## src/rtl/emern_spi_cmd_tx_if.sv

```systemverilog
// rtl/emern_spi_cmd_tx_if.sv - command frame handshake bundle for emern_spi_cmd_tx
//
// Purpose: carries one 56-bit command frame from a source to the SPI transmitter.
// Signals:
//   cmd_valid  source offers a frame
//   cmd_ready  transmitter idle; transfer happens on a clock edge with valid & ready
//   cmd_data   [7:0] command byte, [55:8] payload; bit 0 is sent first
// Modports:
//   master  frame source (drives valid/data, observes ready)
//   slave   transmitter (observes valid/data, drives ready)

interface emern_spi_cmd_tx_if;
   logic        cmd_valid;
   logic        cmd_ready;
   logic [55:0] cmd_data;

   modport master (
      output cmd_valid,
      output cmd_data,
      input  cmd_ready
   );

   modport slave (
      input  cmd_valid,
      input  cmd_data,
      output cmd_ready
   );
endinterface

```

## src/rtl/emern_spi_cmd_tx.sv

```systemverilog
// rtl/emern_spi_cmd_tx.sv - host-side SPI mode-0 command frame transmitter
//
// Purpose: takes one 56-bit command frame per handshake and shifts it out
// LSB-first on CS/SCK/MOSI, with an optional MISO capture return path.
//
// Optional feature macro: SPI_TX_MISO_EN
//   defined   - miso_in is synchronised, sampled on the last clk of every SCK-high
//               phase, and the captured frame is published on rx_data at done
//   undefined - miso_in is ignored and rx_data is constant 0
//
// Parameters:
//   CLK_DIV  SCK half-period in clk cycles (4..255)
//   CS_GAP   clk cycles CS is held high after a frame before accepting another (1..255)
//
// Ports:
//   clk       system clock
//   rst       asynchronous active-high reset
//   cmd       slave side of the command handshake (valid/ready/data)
//   tx_en     transmit window; an SCK rising edge is only issued while high
//   busy      frame in flight (CS low or CS gap)
//   done      one-cycle pulse when CS returns high after a complete frame
//   cs_out    chip select, active low
//   sck_out   SPI clock, idle low
//   mosi_out  serial data to the GPU
//   miso_in   serial data from the GPU
//   rx_data   captured MISO frame, bit i = i-th bit received

module emern_spi_cmd_tx #(
   parameter int CLK_DIV = 4,
   parameter int CS_GAP  = 4
) (
   input  logic                  clk,
   input  logic                  rst,
   emern_spi_cmd_tx_if.slave     cmd,
   input  logic                  tx_en,
   output logic                  busy,
   output logic                  done,
   output logic                  cs_out,
   output logic                  sck_out,
   output logic                  mosi_out,
   input  logic                  miso_in,
   output logic [55:0]           rx_data
);

   localparam logic [7:0] DIV_LAST = 8'(CLK_DIV - 1);
   localparam logic [7:0] GAP_LAST = 8'(CS_GAP - 1);
   localparam logic [5:0] BIT_LAST = 6'd55;

   typedef enum logic [2:0] {
      S_IDLE  = 3'd0,
      S_LOW   = 3'd1,
      S_HIGH  = 3'd2,
      S_TRAIL = 3'd3,
      S_GAP   = 3'd4
   } state_t;

   state_t      state;
   logic [7:0]  phase;
   logic [5:0]  bit_idx;
   logic [55:0] shreg;
   logic        ready_q;

   assign cmd.cmd_ready = ready_q;

   // Every output is a flop written alongside the state so nothing glitches.
   always_ff @(posedge clk or posedge rst) begin
      if (rst) begin
         state    <= S_IDLE;
         phase    <= 8'd0;
         bit_idx  <= 6'd0;
         shreg    <= 56'd0;
         ready_q  <= 1'b1;
         busy     <= 1'b0;
         done     <= 1'b0;
         cs_out   <= 1'b1;
         sck_out  <= 1'b0;
         mosi_out <= 1'b0;
      end else begin
         done <= 1'b0;
         case (state)
            S_IDLE: begin
               if (cmd.cmd_valid) begin
                  shreg    <= cmd.cmd_data;
                  bit_idx  <= 6'd0;
                  phase    <= 8'd0;
                  mosi_out <= cmd.cmd_data[0];
                  cs_out   <= 1'b0;
                  ready_q  <= 1'b0;
                  busy     <= 1'b1;
                  state    <= S_LOW;
               end
            end

            S_LOW: begin
               // Once the minimum low time has elapsed the counter parks at its
               // last value, so a tx_en stall releases SCK on the next edge.
               if (phase == DIV_LAST) begin
                  if (tx_en) begin
                     phase   <= 8'd0;
                     sck_out <= 1'b1;
                     state   <= S_HIGH;
                  end
               end else begin
                  phase <= phase + 8'd1;
               end
            end

            S_HIGH: begin
               if (phase == DIV_LAST) begin
                  phase   <= 8'd0;
                  sck_out <= 1'b0;
                  if (bit_idx == BIT_LAST) begin
                     state <= S_TRAIL;
                  end else begin
                     bit_idx  <= bit_idx + 6'd1;
                     mosi_out <= shreg[1];
                     shreg    <= {1'b0, shreg[55:1]};
                     state    <= S_LOW;
                  end
               end else begin
                  phase <= phase + 8'd1;
               end
            end

            S_TRAIL: begin
               // CS held low one more half-period so the receiver's input
               // synchronisers and completion register see the last bit.
               if (phase == DIV_LAST) begin
                  phase    <= 8'd0;
                  cs_out   <= 1'b1;
                  mosi_out <= 1'b0;
                  done     <= 1'b1;
                  state    <= S_GAP;
               end else begin
                  phase <= phase + 8'd1;
               end
            end

            S_GAP: begin
               if (phase == GAP_LAST) begin
                  phase   <= 8'd0;
                  ready_q <= 1'b1;
                  busy    <= 1'b0;
                  state   <= S_IDLE;
               end else begin
                  phase <= phase + 8'd1;
               end
            end

            default: begin
               state    <= S_IDLE;
               phase    <= 8'd0;
               ready_q  <= 1'b1;
               busy     <= 1'b0;
               cs_out   <= 1'b1;
               sck_out  <= 1'b0;
               mosi_out <= 1'b0;
            end
         endcase
      end
   end

`ifdef SPI_TX_MISO_EN
   logic        miso_s1;
   logic        miso_s2;
   logic [55:0] rx_shreg;

   always_ff @(posedge clk or posedge rst) begin
      if (rst) begin
         miso_s1  <= 1'b0;
         miso_s2  <= 1'b0;
         rx_shreg <= 56'd0;
         rx_data  <= 56'd0;
      end else begin
         miso_s1 <= miso_in;
         miso_s2 <= miso_s1;
         // Last clk of the SCK-high phase: the GPU drove this bit on the
         // preceding falling edge, well past the two-flop delay.
         if (state == S_HIGH && phase == DIV_LAST) begin
            rx_shreg[bit_idx] <= miso_s2;
         end
         // Same edge that raises done, so rx_data is valid alongside it.
         if (state == S_TRAIL && phase == DIV_LAST) begin
            rx_data <= rx_shreg;
         end
      end
   end
`else
   logic unused_miso;
   assign unused_miso = miso_in;
   assign rx_data     = 56'd0;
`endif

endmodule
```

## src/flat_wrapper.sv

```systemverilog
// flat-port wrapper written by rule: the top's interface ports become plain ports
module emern_spi_cmd_tx_flat 
#(
   parameter int CLK_DIV = 4,
   parameter int CS_GAP  = 4
)
  (clk, rst, tx_en, busy, done, cs_out, sck_out, mosi_out, miso_in, rx_data, cmd_cmd_valid, cmd_cmd_data, cmd_cmd_ready);
  emern_spi_cmd_tx_if cmd_i ();
  input  logic clk;
  input  logic rst;
  input  logic tx_en;
  output logic busy;
  output logic done;
  output logic cs_out;
  output logic sck_out;
  output logic mosi_out;
  input  logic miso_in;
  output logic [55:0] rx_data;
  input wire logic [$bits(cmd_i.cmd_valid)-1:0] cmd_cmd_valid;
  input wire logic [$bits(cmd_i.cmd_data)-1:0] cmd_cmd_data;
  output wire logic [$bits(cmd_i.cmd_ready)-1:0] cmd_cmd_ready;
  assign cmd_i.cmd_valid = cmd_cmd_valid;
  assign cmd_i.cmd_data = cmd_cmd_data;
  assign cmd_cmd_ready = cmd_i.cmd_ready;
  emern_spi_cmd_tx #(.CLK_DIV(CLK_DIV), .CS_GAP(CS_GAP)) u_core (.clk(clk), .rst(rst), .cmd(cmd_i), .tx_en(tx_en), .busy(busy), .done(done), .cs_out(cs_out), .sck_out(sck_out), .mosi_out(mosi_out), .miso_in(miso_in), .rx_data(rx_data));
endmodule
```

## config.mk

```make
export PLATFORM = sky130hd
export DESIGN_NAME = emern_spi_cmd_tx_flat
export DESIGN_NICKNAME = d
export VERILOG_FILES = /design/src/rtl/emern_spi_cmd_tx_if.sv /design/src/rtl/emern_spi_cmd_tx.sv /design/src/flat_wrapper.sv
export SDC_FILE = /design/constraint.sdc
export NUM_CORES = 1
export LEC_CHECK = 0
export CORE_UTILIZATION = 47
export CTS_BUF_LIST = sky130_fd_sc_hd__clkbuf_4 sky130_fd_sc_hd__clkbuf_8
export CTS_CLUSTER_SIZE = 25
export DETAILED_ROUTE_END_ITERATION = 10
export GPL_TIMING_DRIVEN = 0
export PLACE_DENSITY_LB_ADDON = 0.1
export RECOVER_POWER = 50
export SYNTH_ARGS = -nofsm -noshare
export SYNTH_HDL_FRONTEND = slang
export SYNTH_SLANG_ARGS = --single-unit
```

## constraint.sdc

```tcl
create_clock -name clk -period 2.85 [get_ports clk]
set_input_delay 0.57 -clock clk [delete_from_list [all_inputs] [get_ports clk]]
set_output_delay 0.57 -clock clk [all_outputs]
set_load 0.05 [all_outputs]
```

# Yosys cells after proc, flatten, opt, wreduce, memory -nomap -nowiden
# Cells that the tools add are included.
[op_classes]
n_addsub = 2
n_eq_ne = 14
muxes = 37
bitwise = 4
n_reduce_logical = 14
[ops]
columns = ["operator", "n"]
rows = [
  ["two-way mux 56 bit", 3],
  ["one-hot mux 56 bit (2 select lines)", 1],
  ["two-way mux 8 bit", 4],
  ["one-hot mux 8 bit (3 select lines)", 1],
  ["two-way mux 3 bit", 6],
  ["two-way mux 6 bit", 3],
  ["one-hot mux 3 bit (5 select lines)", 1],
  ["one-hot mux 1 bit (3 select lines)", 4],
  ["one-hot mux 6 bit (2 select lines)", 1],
  ["OR reduction 3 bit", 4],
  ["two-way mux 1 bit", 11],
  ["adder 8 x 1 -> 8 bit, second input constant", 1],
  ["equality test 8 x 2 -> 1 bit, second input constant", 1],
  ["!= test 2 x 1 -> 1 bit, second input constant", 4],
  ["AND reduction 4 bit", 2],
  ["adder 6 x 1 -> 6 bit, second input constant", 1],
  ["equality test 3 x 2 -> 1 bit, second input constant", 2],
  ["equality test 6 bit, second input constant", 1],
  ["!= test 2 bit, second input constant", 3],
  ["AND reduction 3 bit", 2],
  ["AND reduction 6 bit", 1],
  ["AND reduction 5 bit", 1],
  ["NOT 1 bit", 4],
  ["one-hot mux 1 bit (4 select lines)", 1],
  ["other kinds (8)", 8],
]
[totals]
regBits = 79

# Longest topological paths before layout
# Gate-level depths: netlist (run 1).
[logic_depth]
word_depth = 4
depth_mapped = 8

# Worst setup path after synthesis (run 1)
# Ideal clock, no wire load.
[synth_timing]
path_type = "register to register"
from = "register u_core.phase[0]"
to = "register u_core.state[0]"
arrival_ns = 2.270
t_required_ns = 2.722
setup_slack_ns = 0.453
path_stages_with_launch = 8
period_less_slack_ns = 2.397
path_cell_list = "dfrtp_1 ha_1 or4b_4 or4_4 buf_6 o21a_1 nor2_2 mux2_1"
[synth_between]
elab_chain_len = 3
word_cells_on_any_way = 6
cone_classes = "eq/ne (5); reduce/logical (1)"
[synth_lines]
columns = ["element", "line", "source"]
rows = [
  ["from (decl)", "emern_spi_cmd_tx.sv:58", "logic [7:0] phase;"],
  ["from (signal assigned)", "emern_spi_cmd_tx.sv:104", "phase <= phase + 8'd1;"],
  ["from (signal assigned)", "emern_spi_cmd_tx.sv:121", "phase <= phase + 8'd1;"],
  ["from (signal assigned)", "emern_spi_cmd_tx.sv:135", "phase <= phase + 8'd1;"],
  ["equality test 8 x 2 -> 1 bit (*)", "-", ""],
  ["!= test 2 x 1 -> 1 bit (no source line)", "-", ""],
  ["AND reduction 6 bit (no source line) (*)", "-", ""],
  ["to (signal assigned)", "emern_spi_cmd_tx.sv:101", "state <= S_HIGH;"],
  ["to (signal assigned)", "emern_spi_cmd_tx.sv:113", "state <= S_TRAIL;"],
  ["to (signal assigned)", "emern_spi_cmd_tx.sv:144", "state <= S_IDLE;"],
  ["to (decl)", "emern_spi_cmd_tx.sv:57", "state_t state;"],
]
# Every way passes the cells marked *; elsewhere a longest branch is shown, timed or not.
# A chain may end at the register's enable or synchronous reset.

# Worst setup path in the final report (run 1)
[layout_timing]
from = "register u_core.phase[0]"
to = "register u_core.shreg[53]"
[layout_between]
elab_chain_len = 3
[layout_lines]
columns = ["element", "line", "source"]
rows = [
  ["equality test 8 x 2 -> 1 bit", "emern_spi_cmd_tx.sv:109", "if (phase == DIV_LAST) begin"],
  ["!= test 2 x 1 -> 1 bit (no source line)", "-", ""],
  ["AND reduction 4 bit (no source line)", "-", ""],
  ["to (signal assigned)", "emern_spi_cmd_tx.sv:83", "shreg <= cmd.cmd_data;"],
  ["to (signal assigned)", "emern_spi_cmd_tx.sv:117", "shreg <= {1'b0, shreg[55:1]};"],
  ["to (decl)", "emern_spi_cmd_tx.sv:60", "logic [55:0] shreg;"],
]
# No other way between the ends.

==> metrics.yaml, run 1 <==
status: "complete, no violations"
hold_viol: 0
grt_antenna_before_repair: 0
gr-total-overflow: 0
slew_headroom_pct: 35.2
cp.required_ps: 3070
finalClockSkew_ps: 10.7
synth_edf_count: 0
crit_chain: "ha_1 -> or4b_4 -> nor4_4 -> buf_4 -> a41oi_4 -> buf_2 -> buf_1 -> nand2_1 -> o21ai_0"
drt_iter0_drc: 171
hold_start: "u_core.shreg[51]"
viasPerCell: 4.77
wl_per_cell_microns: 12.4
p_leak_uw: 0.00263
yosys_warnings: 0
cp_num_buf_inv: 3
slew_violations: 0
drt-total-wl_microns: 8330
nNetsFinal: 620
io_buffers: 65
dr.pass1.iters: 4
clock_sinks: 78
synthMuxAreaShare_pct: 14.0
max_stage_delay_ps: 510
cts_buffers: 9
insertion_delay_ps: 350
cap_violations: 0
reg2reg_slack_ps: 260
r2r-end: "u_core.shreg[53]"
grt_pass1_vias: 2935
ys_seq_area_share_pct: 46.9
hpwl_microns: 6040
clk_pin_slew_worst_paths_ps: 80
track_usage_pct: 19.5
core_area_sq_um: 8640
cp-end-kind: "flop"
rows: 34
dr_wl_met2_microns: 4060
clock.fmax_mhz: 386
final-setup-viol-count: 0
min_to: "u_core.shreg[51]"
ys_ff_latch: 78
post-route-period-util_pct: 90.8
routed.top_layer: "met4"
wl_met3_microns: 353
setup_tns_ps: 0
cpLargestDelayFamily: "simple AND/OR/NAND/NOR gates"
async_reset_ff_share_pct: 100
vias: 3198
drive_above_1_share_pct: 17.1
syn_inst: 422
p_per_area_nw_per_um2: 807
synth-compound-area-share_pct: 11.5
dieArea_sq_um: 9260
htree_levels: 3
synth-simple-area-share_pct: 12.7
cpMaxStageDelayCell: "or4b_4"
diodes: 0
peakVddDrop_uv: 398
crit_fanout: 10
whs_path_depth: 2
fin_hold_ws_ps: 483
mostFrequentLayoutCell: "dfrtp_1"
start_util_pct: 48.3
synth_xor_area_share_pct: 1.47
rsz0062_at_grt: "false"
yosys_most_used_dff: "dfrtp_1"
multiInputGateArea_sq_um: 1900
seq_area_sq_um: 1950
gp_congestion: 0.756
met1_length_microns: 3850
area_delta_synth_final_pct: 29.8
antenna_left: 0
postCtsHoldBufs: 0
io_pins: 123
die-height_microns: 96.2
die_w_microns: 96.2
grt_max_degree: 61
min_path_type: "reg -> reg"
drc: 0
syn_area_per_cell_sq_um: 9.89
n_fill_cell: 737
synthAdderAreaFrac_pct: 0.600
synth_cell_type_count: 47
path_class: "reg -> reg"
r2r_cells: 9
worst_slew_pin_slew_ps: 963
final_cell_mix: "dfrtp_1, nand2_1, clkdlybuf4s50_1"
worstSetupStartpointType: "flop"
grt_first_pass_wirelength_microns: 13800
synth_top_family_by_area: "multiplexers"
ctsLongestPathBuffers: 2
root_buffer: "clkbuf_8"
r2r-start: "u_core.phase[0]"
cp.arrival_ps: 2800
cts_tree: "done"
syn-cell-area_sq_um: 4170
min_period_ps: 2590
what timing repair did:
| item | CTS | global route |
|---|---|---|
| setup endpoints to repair | 0 | 47 |
| resized for setup | 0 | 2 |
| buffers inserted | 0 | 3 |
cells by family after synthesis:
logic type               Yosys count
AND/OR/NAND/NOR                  111
AO/OA/AOI/OAI                     83
buffers and inverters             82
flip-flops                        78
multiplexers                      58
XOR/XNOR                           7
adder cells (fa/ha/maj)            2
other                              1
metal layers:
layer	up-vias	global-route usage, %
li1	1611	-
met1	1509	26.0
met2	68	31.5
met4	0	4.85
met5	-	0
met3	10	5.21
flip-flops by register name, indices dropped and copies added (netlist names):
register	flops
u_core.cs_out	1
u_core.phase	8
u_core.bit_idx	6
u_core.done	1
u_core.shreg	55
u_core.sck_out	1
u_core.cmd.cmd_ready	1
u_core.state	3
u_core.busy	1
u_core.mosi_out	1
worst reg2reg max path, cell delays in order, from the launching register on:
cell     delay (ps)
dfrtp_1         390
ha_1            210
or4b_4          510
nor4_4          270
buf_4           180
a41oi_4         180
buf_2           250
buf_1           260
nand2_1         120
o21ai_0          90
power breakdown:
group	switching [uW]	internal, uW
logic	1030	678
registers	250	1540
clock network	421	453
worst max-delay path by stage:
stage | start | to | slack, ps | depth (start not counted)
after detailed placement | u_core.phase[0] | u_core.shreg[53] | 80 | 8
after floorplan | rst | u_core.bit_idx[0] | 290 | 1
final | u_core.phase[0] | u_core.shreg[53] | 260 | 9
after global routing | u_core.phase[0] | u_core.shreg[53] | 40 | 9
after global placement | rst | u_core.phase[3] | -1060 | 2
after CTS | u_core.phase[0] | u_core.shreg[53] | 50 | 8
synth_stat cells (2+ instances only):
library cell / number / share of area, %
dfrtp_1: 76 / 46
nor3_1: 7 / 0.84
buf_4: 57 / 10
buf_2: 3 / 0.36
ha_1: 2 / 0.60
o21ai_0: 57 / 6.8
o21ai_1: 3 / 0.36
a32o_1: 2 / 0.48
a21o_1: 2 / 0.36
mux2i_1: 56 / 13
nand2b_1: 2 / 0.30
a21oi_1: 8 / 0.96
xor2_1: 2 / 0.42
nand3_1: 8 / 0.96
xnor2_1: 5 / 1.0
nand2_1: 66 / 5.9
nor2_1: 12 / 1.1
nor4_1: 2 / 0.30
clkbuf_1: 17 / 1.5
nand4_1: 3 / 0.45
inv_1: 4 / 0.36
dfstp_2: 2 / 1.3
a31o_2: 2 / 0.42
per-stage QoR:
step	worst slack [ps]	total power (uW)	instance area [sq um]	instances	utilization, %
finish	263	4370	5410	670	62.7
global route	36.9	4700	5410	670	62.7
CTS	48.3	4380	5400	667	62.5
detailed placement	81.0	3500	5190	651	60.1
global placement	-1060	3430	5160	650	59.8
floorplan	288	3050	4380	477	-
final cells by class:
| class | count | area share (%) |
|---|---|---|
| flip-flops and latches | 78 | 36.1 |
| multi-input cells | 317 | 35.1 |
| repair buffers | 69 | 12.6 |
| plain buffers | 78 | 9.57 |
| clock buffers | 11 | 2.80 |
| well taps | 108 | 2.50 |
| clock inverters | 5 | 1.04 |
| inverters | 4 | 0.300 |
No activity file was read; power rests on OpenSTA's default activity.
==> run 2, diff against run 1 <==
--- a/config.mk
+++ b/config.mk
@@ -10,7 +10,7 @@
 export CTS_CLUSTER_SIZE = 25
 export DETAILED_ROUTE_END_ITERATION = 10
 export GPL_TIMING_DRIVEN = 0
-export PLACE_DENSITY_LB_ADDON = 0.1
+export PLACE_DENSITY = 0.8
 export RECOVER_POWER = 50
 export SYNTH_ARGS = -nofsm -noshare
 export SYNTH_HDL_FRONTEND = slang
==> constraint.sdc (replaced) <==
create_clock -name clk -period 2.85 [get_ports clk]
set_input_delay 0.57 -clock clk [delete_from_list [all_inputs] [get_ports clk]]
set_output_delay 0.57 -clock clk [all_outputs]
set_load 0.005 [all_outputs]
==> run 2 against run 1 <==
Wire length fell by 0.24%. Final cell count down 0.15%. Worst hold slack lost 3.7 ps. Sequential power about the same.
==> metrics.yaml, run 2 (synthesized netlist as in run 1, its figures left out) <==
diodes: 0  # unchanged
mostFrequentLayoutCell: "dfrtp_1"
cts_tree: "done"
grt_pass1_vias: 3068  # +4.5%
slew_violations: 0  # unchanged
path_class: "reg -> reg"
p_per_area_nw_per_um2: 773  # -4.3%
wl_per_cell_microns: 12.4  # about the same
post-route-period-util_pct: 92.9  # +2.1 points
ctsLongestPathBuffers: 2  # unchanged
regMostFlops: "u_core.shreg"
r2r_cells: 8  # -1
cap_violations: 0  # unchanged
worst_slew_pin_slew_ps: 1190  # +224 ps
postCtsHoldBufs: 0  # unchanged
drt_iter0_drc: 156  # -8.8%
p_leak_uw: 0.00265  # +0.63%
worstSetupStartpointType: "flop"
cp.required_ps: 3060  # about the same
clock_sinks: 78  # unchanged
status: "complete, no violations"
nNetsFinal: 619  # -0.16%
cp.arrival_ps: 2850  # +50 ps
r2r-end: "u_core.shreg[34]"
grt_first_pass_wirelength_microns: 13800  # +0.20%
io_pins: 123  # unchanged
finalClockSkew_ps: 7.43  # -3.28 ps
seq_area_sq_um: 1950  # unchanged
area_delta_synth_final_pct: 30.4
start_util_pct: 48.3  # unchanged
final-setup-viol-count: 0  # unchanged
peakVddDrop_uv: 420  # +5.5%
drt-total-wl_microns: 8310  # -0.24%
root_buffer: "clkbuf_8"
dieArea_sq_um: 9260  # unchanged
cp-end-kind: "flop"
drive_above_1_share_pct: 16.9  # -0.15 points
multiInputGateArea_sq_um: 1900  # unchanged
clk_pin_slew_worst_paths_ps: 80  # about the same
drc: 0  # unchanged
min_period_ps: 2650  # +59.5 ps
die-height_microns: 96.2  # unchanged
crit_chain: "ha_1 -> or4b_4 -> nor4_4 -> a41oi_4 -> buf_2 -> clkbuf_1 -> nand2_1 -> o21ai_0"
die_w_microns: 96.2  # unchanged
r2r-start: "u_core.phase[0]"
slew_headroom_pct: 20.4  # -15 points
rows: 34  # unchanged
largest_register_ffs: 55  # unchanged
max_stage_delay_ps: 510  # about the same
gp_congestion: 0.797  # +5.4%
core_area_sq_um: 8640  # unchanged
crit_fanout: 10  # unchanged
antenna_left: 0  # unchanged
htree_levels: 3  # unchanged
cpMaxStageDelayCell: "or4b_4"
hpwl_microns: 6090  # +0.94%
vias: 3274  # +2.4%
track_usage_pct: 19.5  # +0.040 points
hold_viol: 0  # unchanged
setup_slack_ps: 203  # -59.5 ps
instances_no_fill: 669  # -0.15%
min_path_type: "reg -> reg"
cts_buffers: 9  # unchanged
io_buffers: 65  # unchanged
gr-total-overflow: 0  # unchanged
grt_antenna_before_repair: 0  # unchanged
top_regs: "u_core.shreg: 55 flops, u_core.phase: 8 flops, u_core.bit_idx: 6 flops"
clock.fmax_mhz: 378  # -2.2%
endpoint: "u_core.shreg[34]"
viasPerCell: 4.89  # +2.5%
grt_max_degree: 55  # -9.8%
reg2reg_slack_ps: 200  # -60 ps
insertion_delay_ps: 350  # about the same
rsz0062_at_grt: "false"
dp.cells: 651  # unchanged
dr.pass1.iters: 4  # unchanged
n_fill_cell: 684  # -7.2%
place_worst_setup_slack_ps: 98.2  # +17.2 ps
final_cell_mix: "dfrtp_1, nand2_1, clkdlybuf4s50_1"
startpoint: "u_core.phase[0]"
## run 2: area by class of cell
| type | instances | area share (%) |
|---|---|---|
| sequential | 78 | 35.9 |
| multi-input combinational | 317 | 35.0 |
| timing repair buffer | 68 | 12.7 |
| buffer | 78 | 9.52 |
| tap | 108 | 2.48 |
| clock buffer | 9 | 2.28 |
| clock inverter | 7 | 1.77 |
| inverter | 4 | 0.299 |
## run 2: how the worst min path moves through the flow
stage / startpoint / to / slack, ps / cells after the start
after CTS: u_core.shreg[3] / u_core.shreg[3] / 490 / 2
final: u_core.shreg[3] / u_core.shreg[3] / 480 / 2
after global placement: u_core.shreg[14] / u_core.shreg[14] / 460 / 2
after floorplan: u_core.shreg[34] / u_core.shreg[34] / 450 / 2
after global routing: u_core.shreg[1] / u_core.shreg[1] / 500 / 2
after detailed placement: u_core.shreg[3] / u_core.shreg[3] / 470 / 2
## run 2: where the power goes
part	total [uW]	switching (uW)	internal (uW)
clock network	918	420	498
logic	1490	821	669
registers	1800	254	1540
## run 2: worst max-delay path, delay by kind of cell (launching register included)
family                   cells  cell delay, ps
AND/OR/NAND/NOR              3            1090
buffers and inverters        2             480
flip-flops                   1             400
AO/OA/AOI/OAI                2             330
adder cells (fa/ha/maj)      1             200
## run 2: timing repair
item / CTS / global route
endpoints found under the setup margin: 0 / 41
buffers inserted: 0 / 2
gates resized for setup: 0 / 1
## run 2: per-stage QoR
| step | hold WS [ps] | area [sq um] | utilization (%) | power, uW | TNS (ps) |
|---|---|---|---|---|---|
| after CTS | 488 | 5410 | 62.7 | 4200 | 0 |
| after detailed placement | 470 | 5190 | 60.1 | 3280 | 0 |
| after global routing | 504 | 5440 | 63.0 | 4540 | 0 |
| after global placement | 462 | 5160 | 59.8 | 3180 | -70990 |
| after floorplan | 449 | 4380 | - | 2830 | 0 |
| final | 480 | 5440 | 63.0 | 4200 | 0 |
## run 2: layer usage
metal / vias up / global-route usage, % / part of all wire, %
met4: 0 / 6.97 / 1.7
met2: 93 / 32.4 / 49
met1: 1553 / 24.6 / 44
met5: - / 0 / 0
li1: 1615 / - / -
met3: 13 / 4.98 / 5.7
